==> config.mk <==
export PLATFORM = sky130hd
export DESIGN_NAME = fifo_pkt_reader_flat
export DESIGN_NICKNAME = d
export VERILOG_FILES = /design/src/rtl/fifo_pkt_reader_if.sv /design/src/rtl/fifo_pkt_reader.sv /design/src/flat_wrapper.sv
export SDC_FILE = /design/constraint.sdc
export NUM_CORES = 1
export LEC_CHECK = 0
export ABC_AREA = 1
export BUFFER_PORTS_ARGS = -buffer_cell sky130_fd_sc_hd__buf_2
export CAP_MARGIN = 20
export CORE_MARGIN = 4
export CORE_UTILIZATION = 30
export DETAILED_ROUTE_END_ITERATION = 6
export GPL_TIMING_DRIVEN = 0
export PLACE_DENSITY = 0.53
export SETUP_SLACK_MARGIN = 0.2
export SLEW_MARGIN = 40
export SYNTH_ARGS = -nofsm -noshare
export SYNTH_HDL_FRONTEND = slang
export SYNTH_SLANG_ARGS = --single-unit
==> constraint.sdc <==
create_clock -name clk -period 5.4 [get_ports clk]
set_input_delay 0 -clock clk [delete_from_list [all_inputs] [get_ports clk]]
set_output_delay 0 -clock clk [all_outputs]
set_load 0.005 [all_outputs]
==> src/rtl/fifo_pkt_reader_if.sv <==
// Read-side FIFO port plus payload stream for fifo_pkt_reader.
// master: the reader (drives fifo_rden, out_*); slave: FIFO + sink.
interface fifo_pkt_reader_if #(
  parameter int WIDTH = 64,
  parameter int PTR   = 4
);
  localparam int MODW = $clog2(WIDTH / 8);

  logic             fifo_rden;
  logic [WIDTH-1:0] fifo_dataout;
  logic             fifo_rdempty;
  logic [PTR:0]     fifo_rdusedw;

  logic [WIDTH-1:0] out_data;
  logic             out_valid;
  logic             out_ready;
  logic             out_sop;
  logic             out_eop;
  logic [MODW-1:0]  out_mod;

  modport master (
    output fifo_rden,
    input  fifo_dataout,
    input  fifo_rdempty,
    input  fifo_rdusedw,
    output out_data,
    output out_valid,
    input  out_ready,
    output out_sop,
    output out_eop,
    output out_mod
  );

  modport slave (
    input  fifo_rden,
    output fifo_dataout,
    output fifo_rdempty,
    output fifo_rdusedw,
    input  out_data,
    input  out_valid,
    output out_ready,
    input  out_sop,
    input  out_eop,
    input  out_mod
  );
endinterface

==> src/rtl/fifo_pkt_reader.sv <==
// Drains a MAC rx FIFO: strips the length header, streams payload.
// Ports: clk, reset_ (sync, low), bus (FIFO + stream), pkt_len, err_len, busy.
module fifo_pkt_reader #(
  parameter int WIDTH   = 64,
  parameter int MAX_LEN = 1518,
  parameter int MODW    = $clog2(WIDTH / 8)
) (
  input  logic              clk,
  input  logic              reset_,
  fifo_pkt_reader_if.master bus,
  output logic [15:0]       pkt_len,
  output logic              err_len,
  output logic              busy
);
  localparam int BYTES = WIDTH / 8;
  localparam int LOG2B = $clog2(BYTES);

  typedef enum logic [1:0] {
    IDLE,
    HDR,
    PAYLOAD,
    TAIL
  } state_t;

  state_t state;

  logic [16:0]      rem;
  logic [16:0]      nwords;
  logic [MODW-1:0]  mod_q;
  logic [1:0]       occ;
  logic [1:0]       occ_nx;
  logic             inflight;
  logic             tag_sop;
  logic             tag_eop;

  // second skid entry; the head entry is the out_* registers
  logic [WIDTH-1:0] d1;
  logic             s1;
  logic             e1;
  logic [MODW-1:0]  m1;

  logic [15:0]      hdr_len;
  logic [16:0]      hdr_nw;
  logic             hdr_bad;
  logic             pop;
  logic             rd_ok;
  logic [2:0]       credit;

  assign hdr_len = bus.fifo_dataout[15:0];
  assign hdr_nw  = ({1'b0, hdr_len} + 17'(BYTES - 1)) >> LOG2B;
  assign hdr_bad = (hdr_len == 16'd0)
                || ({16'd0, hdr_len} > 32'(MAX_LEN));

  assign pop    = bus.out_valid & bus.out_ready;
  // words already owed to the buffer after this cycle's pop
  assign credit = {1'b0, occ}
                + {2'b00, inflight}
                - {2'b00, pop};
  assign occ_nx = 2'(credit);

  always_comb begin
    rd_ok = 1'b0;
    unique case (state)
      IDLE:    rd_ok = 1'b1;
      PAYLOAD: rd_ok = (rem != 17'd0)
                    && (credit < 3'd2);
      default: rd_ok = 1'b0;
    endcase
  end

  // gated by reset_ so no read is issued while held in reset
  assign bus.fifo_rden = reset_
                       & rd_ok
                       & ~bus.fifo_rdempty;

  always_ff @(posedge clk) begin
    if (!reset_) begin
      state         <= IDLE;
      busy          <= 1'b0;
      err_len       <= 1'b0;
      pkt_len       <= 16'd0;
      rem           <= 17'd0;
      nwords        <= 17'd0;
      mod_q         <= '0;
      occ           <= 2'd0;
      inflight      <= 1'b0;
      tag_sop       <= 1'b0;
      tag_eop       <= 1'b0;
      bus.out_valid <= 1'b0;
      bus.out_data  <= '0;
      bus.out_sop   <= 1'b0;
      bus.out_eop   <= 1'b0;
      bus.out_mod   <= '0;
      d1            <= '0;
      s1            <= 1'b0;
      e1            <= 1'b0;
      m1            <= '0;
    end else begin
      err_len  <= 1'b0;
      inflight <= bus.fifo_rden
                & (state == PAYLOAD);

      unique case (state)
        IDLE: begin
          if (bus.fifo_rden) begin
            state <= HDR;
            busy  <= 1'b1;
          end
        end
        HDR: begin
          if (hdr_bad) begin
            err_len <= 1'b1;
            state   <= IDLE;
            busy    <= 1'b0;
          end else begin
            pkt_len <= hdr_len;
            nwords  <= hdr_nw;
            rem     <= hdr_nw;
            mod_q   <= hdr_len[MODW-1:0];
            state   <= PAYLOAD;
          end
        end
        PAYLOAD: begin
          if (bus.fifo_rden) begin
            tag_sop <= (rem == nwords);
            tag_eop <= (rem == 17'd1);
            rem     <= rem - 17'd1;
            if (rem == 17'd1) begin
              state <= TAIL;
            end
          end
        end
        TAIL: begin
          if (occ == 2'd0 && !inflight) begin
            state <= IDLE;
            busy  <= 1'b0;
          end
        end
      endcase

      // skid buffer: head lives in out_*, second entry in d1/s1/e1/m1
      unique case ({inflight, pop})
        2'b10: begin
          if (occ == 2'd0) begin
            bus.out_data <= bus.fifo_dataout;
            bus.out_sop  <= tag_sop;
            bus.out_eop  <= tag_eop;
            bus.out_mod  <= mod_q;
          end else begin
            d1 <= bus.fifo_dataout;
            s1 <= tag_sop;
            e1 <= tag_eop;
            m1 <= mod_q;
          end
        end
        2'b01: begin
          bus.out_data <= d1;
          bus.out_sop  <= s1;
          bus.out_eop  <= e1;
          bus.out_mod  <= m1;
        end
        2'b11: begin
          if (occ == 2'd1) begin
            bus.out_data <= bus.fifo_dataout;
            bus.out_sop  <= tag_sop;
            bus.out_eop  <= tag_eop;
            bus.out_mod  <= mod_q;
          end else begin
            bus.out_data <= d1;
            bus.out_sop  <= s1;
            bus.out_eop  <= e1;
            bus.out_mod  <= m1;
            d1           <= bus.fifo_dataout;
            s1           <= tag_sop;
            e1           <= tag_eop;
            m1           <= mod_q;
          end
        end
        default: begin
        end
      endcase

      occ           <= occ_nx;
      bus.out_valid <= (occ_nx != 2'd0);
    end
  end
endmodule
==> src/flat_wrapper.sv <==
// flat-port wrapper written by rule: the top's interface ports become plain ports
module fifo_pkt_reader_flat 
#(
  parameter int WIDTH   = 64,
  parameter int MAX_LEN = 1518,
  parameter int MODW    = $clog2(WIDTH / 8)
)
  (clk, reset_, pkt_len, err_len, busy, bus_fifo_rden, bus_fifo_dataout, bus_fifo_rdempty, bus_fifo_rdusedw, bus_out_data, bus_out_valid, bus_out_ready, bus_out_sop, bus_out_eop, bus_out_mod);
  fifo_pkt_reader_if #(.WIDTH(WIDTH)) bus_i ();
  input  logic clk;
  input  logic reset_;
  output logic [15:0] pkt_len;
  output logic err_len;
  output logic busy;
  output wire logic [$bits(bus_i.fifo_rden)-1:0] bus_fifo_rden;
  input wire logic [$bits(bus_i.fifo_dataout)-1:0] bus_fifo_dataout;
  input wire logic [$bits(bus_i.fifo_rdempty)-1:0] bus_fifo_rdempty;
  input wire logic [$bits(bus_i.fifo_rdusedw)-1:0] bus_fifo_rdusedw;
  output wire logic [$bits(bus_i.out_data)-1:0] bus_out_data;
  output wire logic [$bits(bus_i.out_valid)-1:0] bus_out_valid;
  input wire logic [$bits(bus_i.out_ready)-1:0] bus_out_ready;
  output wire logic [$bits(bus_i.out_sop)-1:0] bus_out_sop;
  output wire logic [$bits(bus_i.out_eop)-1:0] bus_out_eop;
  output wire logic [$bits(bus_i.out_mod)-1:0] bus_out_mod;
  assign bus_fifo_rden = bus_i.fifo_rden;
  assign bus_i.fifo_dataout = bus_fifo_dataout;
  assign bus_i.fifo_rdempty = bus_fifo_rdempty;
  assign bus_i.fifo_rdusedw = bus_fifo_rdusedw;
  assign bus_out_data = bus_i.out_data;
  assign bus_out_valid = bus_i.out_valid;
  assign bus_i.out_ready = bus_out_ready;
  assign bus_out_sop = bus_i.out_sop;
  assign bus_out_eop = bus_i.out_eop;
  assign bus_out_mod = bus_i.out_mod;
  fifo_pkt_reader #(.WIDTH(WIDTH), .MAX_LEN(MAX_LEN), .MODW(MODW)) u_core (.clk(clk), .reset_(reset_), .bus(bus_i), .pkt_len(pkt_len), .err_len(err_len), .busy(busy));
endmodule
==> out/metrics.cfg <==
[global_routing]
grt_max_degree = 24
grt_pass1_wl_microns = 43400
grtUsageTotal = 0.174
antenna_found_initial = 3
first_global_vias = 7977
grt_overflow = 0

[route]
antenna_left = 0
avgViaCountPerCell = 4.78
first_iter_violations = 488
dr.pass1.iters = 5
vias = 8433
detail_route.wl_per_cell_microns = 15.6
wl_microns = 27500
drc_errors = 0

[cts]
cts-buffers-inserted = 17
cts-root-buf = clkbuf_16
post_cts_buffers = 0
clock-sinks = 195
clock_path_buffers = 2
path_clk_slew_ns = 0.09
htree_levels = 4
worstSkewPairLatency_ns = 0.44
cts_tree = built

[timing]
setup_viol = 0
fin_crit_ns = 2.74
hold_violations = 0
tightest_slew_ns = 0.712
hold_slack_ns = 0.144
rsz0062_at_grt = false
drv_slew = 0
fin_tns_setup_ns = 0
skew_ns = 0.0133
max_freq_mhz = 365
finalCritPeriodShare = 0.507
relSlewSlack = 0.525

[setup_path]
regToRegSetupSlack_ns = 2.66
startpoint_type = flip-flop
reg2reg_from = u_core.bus.out_valid
crit_family = simple AND/OR/NAND/NOR gates
crit_type = flip-flop to flip-flop
cp.arrival_ns = 3.08
r2r_end = u_core.tag_sop
critPathRequiredTime_ns = 5.74
worstPathCellList = nand2_1 -> inv_1 -> nand2_1 -> nand2_1 -> ha_1 -> fa_1 -> inv_1 -> nand2_1 -> nor3b_1 -> nand2_1 -> nand2_2 -> nand2_4 -> nor2_1 -> o21ai_0 -> o211a_1
slowest_stage = fa_1
crit_buf_inv = 2
cp-end-kind = flip-flop
cp-startpoint = u_core.bus.out_valid
crit_path_max_incr_delay_ns = 0.48
reg2regPathDepth = 15
critPathMaxFanout = 5
cp_common_cell = nand2_1

[logic_synthesis]
synthXorXnorAreaFrac = 0.0185
ys.flop_type = dfxtp_1
syn_area_sq_mm = 0.00851
synthSimpleGateAreaFrac = 0.198
ys_seq_area_frac = 0.459
synth_cell_types = 32
synth_compound_area_frac = 0.192
synth_top_family_by_area = simple AND/OR/NAND/NOR gates
synth_warnings = 0
yosys-mux-area-fraction = 0.0577
synth_nets = 1212
synthCells = 1130
syn_avg_cell_area_sq_um = 7.53
synth_edf_count = 0
ys_ff_latch = 195
async_flop_share = 0
synthAdderAreaFrac = 0.0141

[place]
place_inst = 1664
dpl_cell_area_sq_mm = 0.00976
place_congestion = 0.850
io_buffer_count = 156
dp_hpwl_microns = 19800

[floorplan]
num_rows = 61
initial_utilization = 0.305
die_h_microns = 176
fp.dieArea_sq_mm = 0.0311
io-pin-count = 162
core_sq_mm = 0.0279
die_w_microns = 176

[layout]
final_cell_mix = 195 x dfxtp_1, 189 x o21ai_0, 169 x nor2_1, 169 x buf_2, 162 x nand2_1
final_cells = 1763
mostFrequentLayoutCell = dfxtp_1
drive_gt1_frac = 0.157
seq_area_sq_mm = 0.00390
fillers = 2928
area_growth_pct = 29.9
final_area_sq_mm = 0.0111
fin_nets = 1452
multi_input_area_sq_mm = 0.00408

[min_path]
hold_class = input port to flip-flop
holdPathStages = 4
hold_start = reset_
hold_path_end = u_core.pkt_len[12]

[power_and_ir_drop]
power.total_mw = 3.56
max-vdd-ir-drop_mv = 0.220
p_leak_nw = 5.21
power_density_mw_per_mm2 = 322

[flow_run]
maxCapViolations = 0

[status]
status = complete, no violations

metal layers:
| metal | vias to the layer above | global-route usage | share of wire |
|---|---|---|---|
| met4 | 2 | 0.0371 | 0.013 |
| met2 | 191 | 0.282 | 0.46 |
| met1 | 3965 | 0.242 | 0.48 |
| met3 | 22 | 0.0343 | 0.045 |
| li1 | 4253 | - | - |
| met5 | - | 0 | 0.00025 |
metrics by stage:
stage / worst slack (ns) / util
after floorplan: 3.08 / -
after global placement: 2.65 / 0.350
after detailed placement: 2.71 / 0.350
after CTS: 2.62 / 0.396
after global routing: 2.40 / 0.397
final: 2.66 / 0.397
area by class of cell:
type,instances,area share
Timing Repair Buffer,221,0.130
Sequential cell,195,0.353
Clock buffer,17,0.0385
Clock inverter,15,0.0190
Tap cell,378,0.0428
Multi-Input combinational cell,804,0.369
Antenna cell,2,0.000453
Inverter,59,0.0200
Buffer,72,0.0269
where the power goes:
group | switching (mW) | internal, mW | total (mW)
Sequential | 0.0482 | 1.51 | 1.56
Combinational | 0.387 | 0.255 | 0.642
Clock | 0.702 | 0.654 | 1.36
Total | 1.14 | 2.42 | 3.56
cells in the mapped netlist (2+ instances only):
library cell,instances,area share
buf_2,13,0.0076
mux2i_1,49,0.058
nand2_4,2,0.0026
a21oi_2,3,0.0031
nand2_1,162,0.071
xnor2_1,10,0.010
nor3_1,5,0.0029
xor2_1,8,0.0082
nand2_2,3,0.0022
or2_2,2,0.0015
a21oi_1,127,0.075
ha_1,8,0.012
inv_1,58,0.026
o21ai_0,189,0.11
dfxtp_1,195,0.46
nand4_1,13,0.0096
nor2_1,169,0.075
clkbuf_1,57,0.025
nand3_1,44,0.026
state kept, by name, summed over array words and instances (netlist names), 2 cells and up, named ones only:
signal               cells
u_core.occ               2
u_core.m1                3
u_core.rem              17
u_core.bus.out_data     64
u_core.d1               64
u_core.bus.out_mod       3
u_core.nwords           14
u_core.pkt_len          16
how the worst max path moves through the flow:
stage,to,slack (ns),cells past startpoint
2_1_floorplan,u_core.rem[2],3.08,17
3_3_place_gp,u_core.tag_sop,2.65,15
3_5_place_dp,u_core.tag_sop,2.71,15
4_1_cts,u_core.tag_sop,2.62,15
5_1_grt,u_core.tag_sop,2.40,15
6_report,u_core.tag_sop,2.66,15
worst min-delay path, stage by stage:
cell      delay [ns]
buf_2           0.11
inv_1           0.08
clkbuf_1        0.23
nor2_1          0.14
what timing repair did:
| item | CTS | global route |
|---|---|---|
| endpoints found under the hold margin | 125 | 0 |
| resized for setup | 0 | 0 |
| hold buffers | 65 | 0 |
cell families (layout without fill, tap and decap cells):
group                      after synthesis  after routing
and+or+nand+nor                        406            406
DFF                                    195            195
AOI/OAI and AO/OA                      322            322
muxes                                   49             49
buffers and inverters                  131            384
xor gates and xnor gates                18             18
other                                    0              2
adders and majority gates                9              9
No activity file was read; power rests on OpenSTA's default activity.
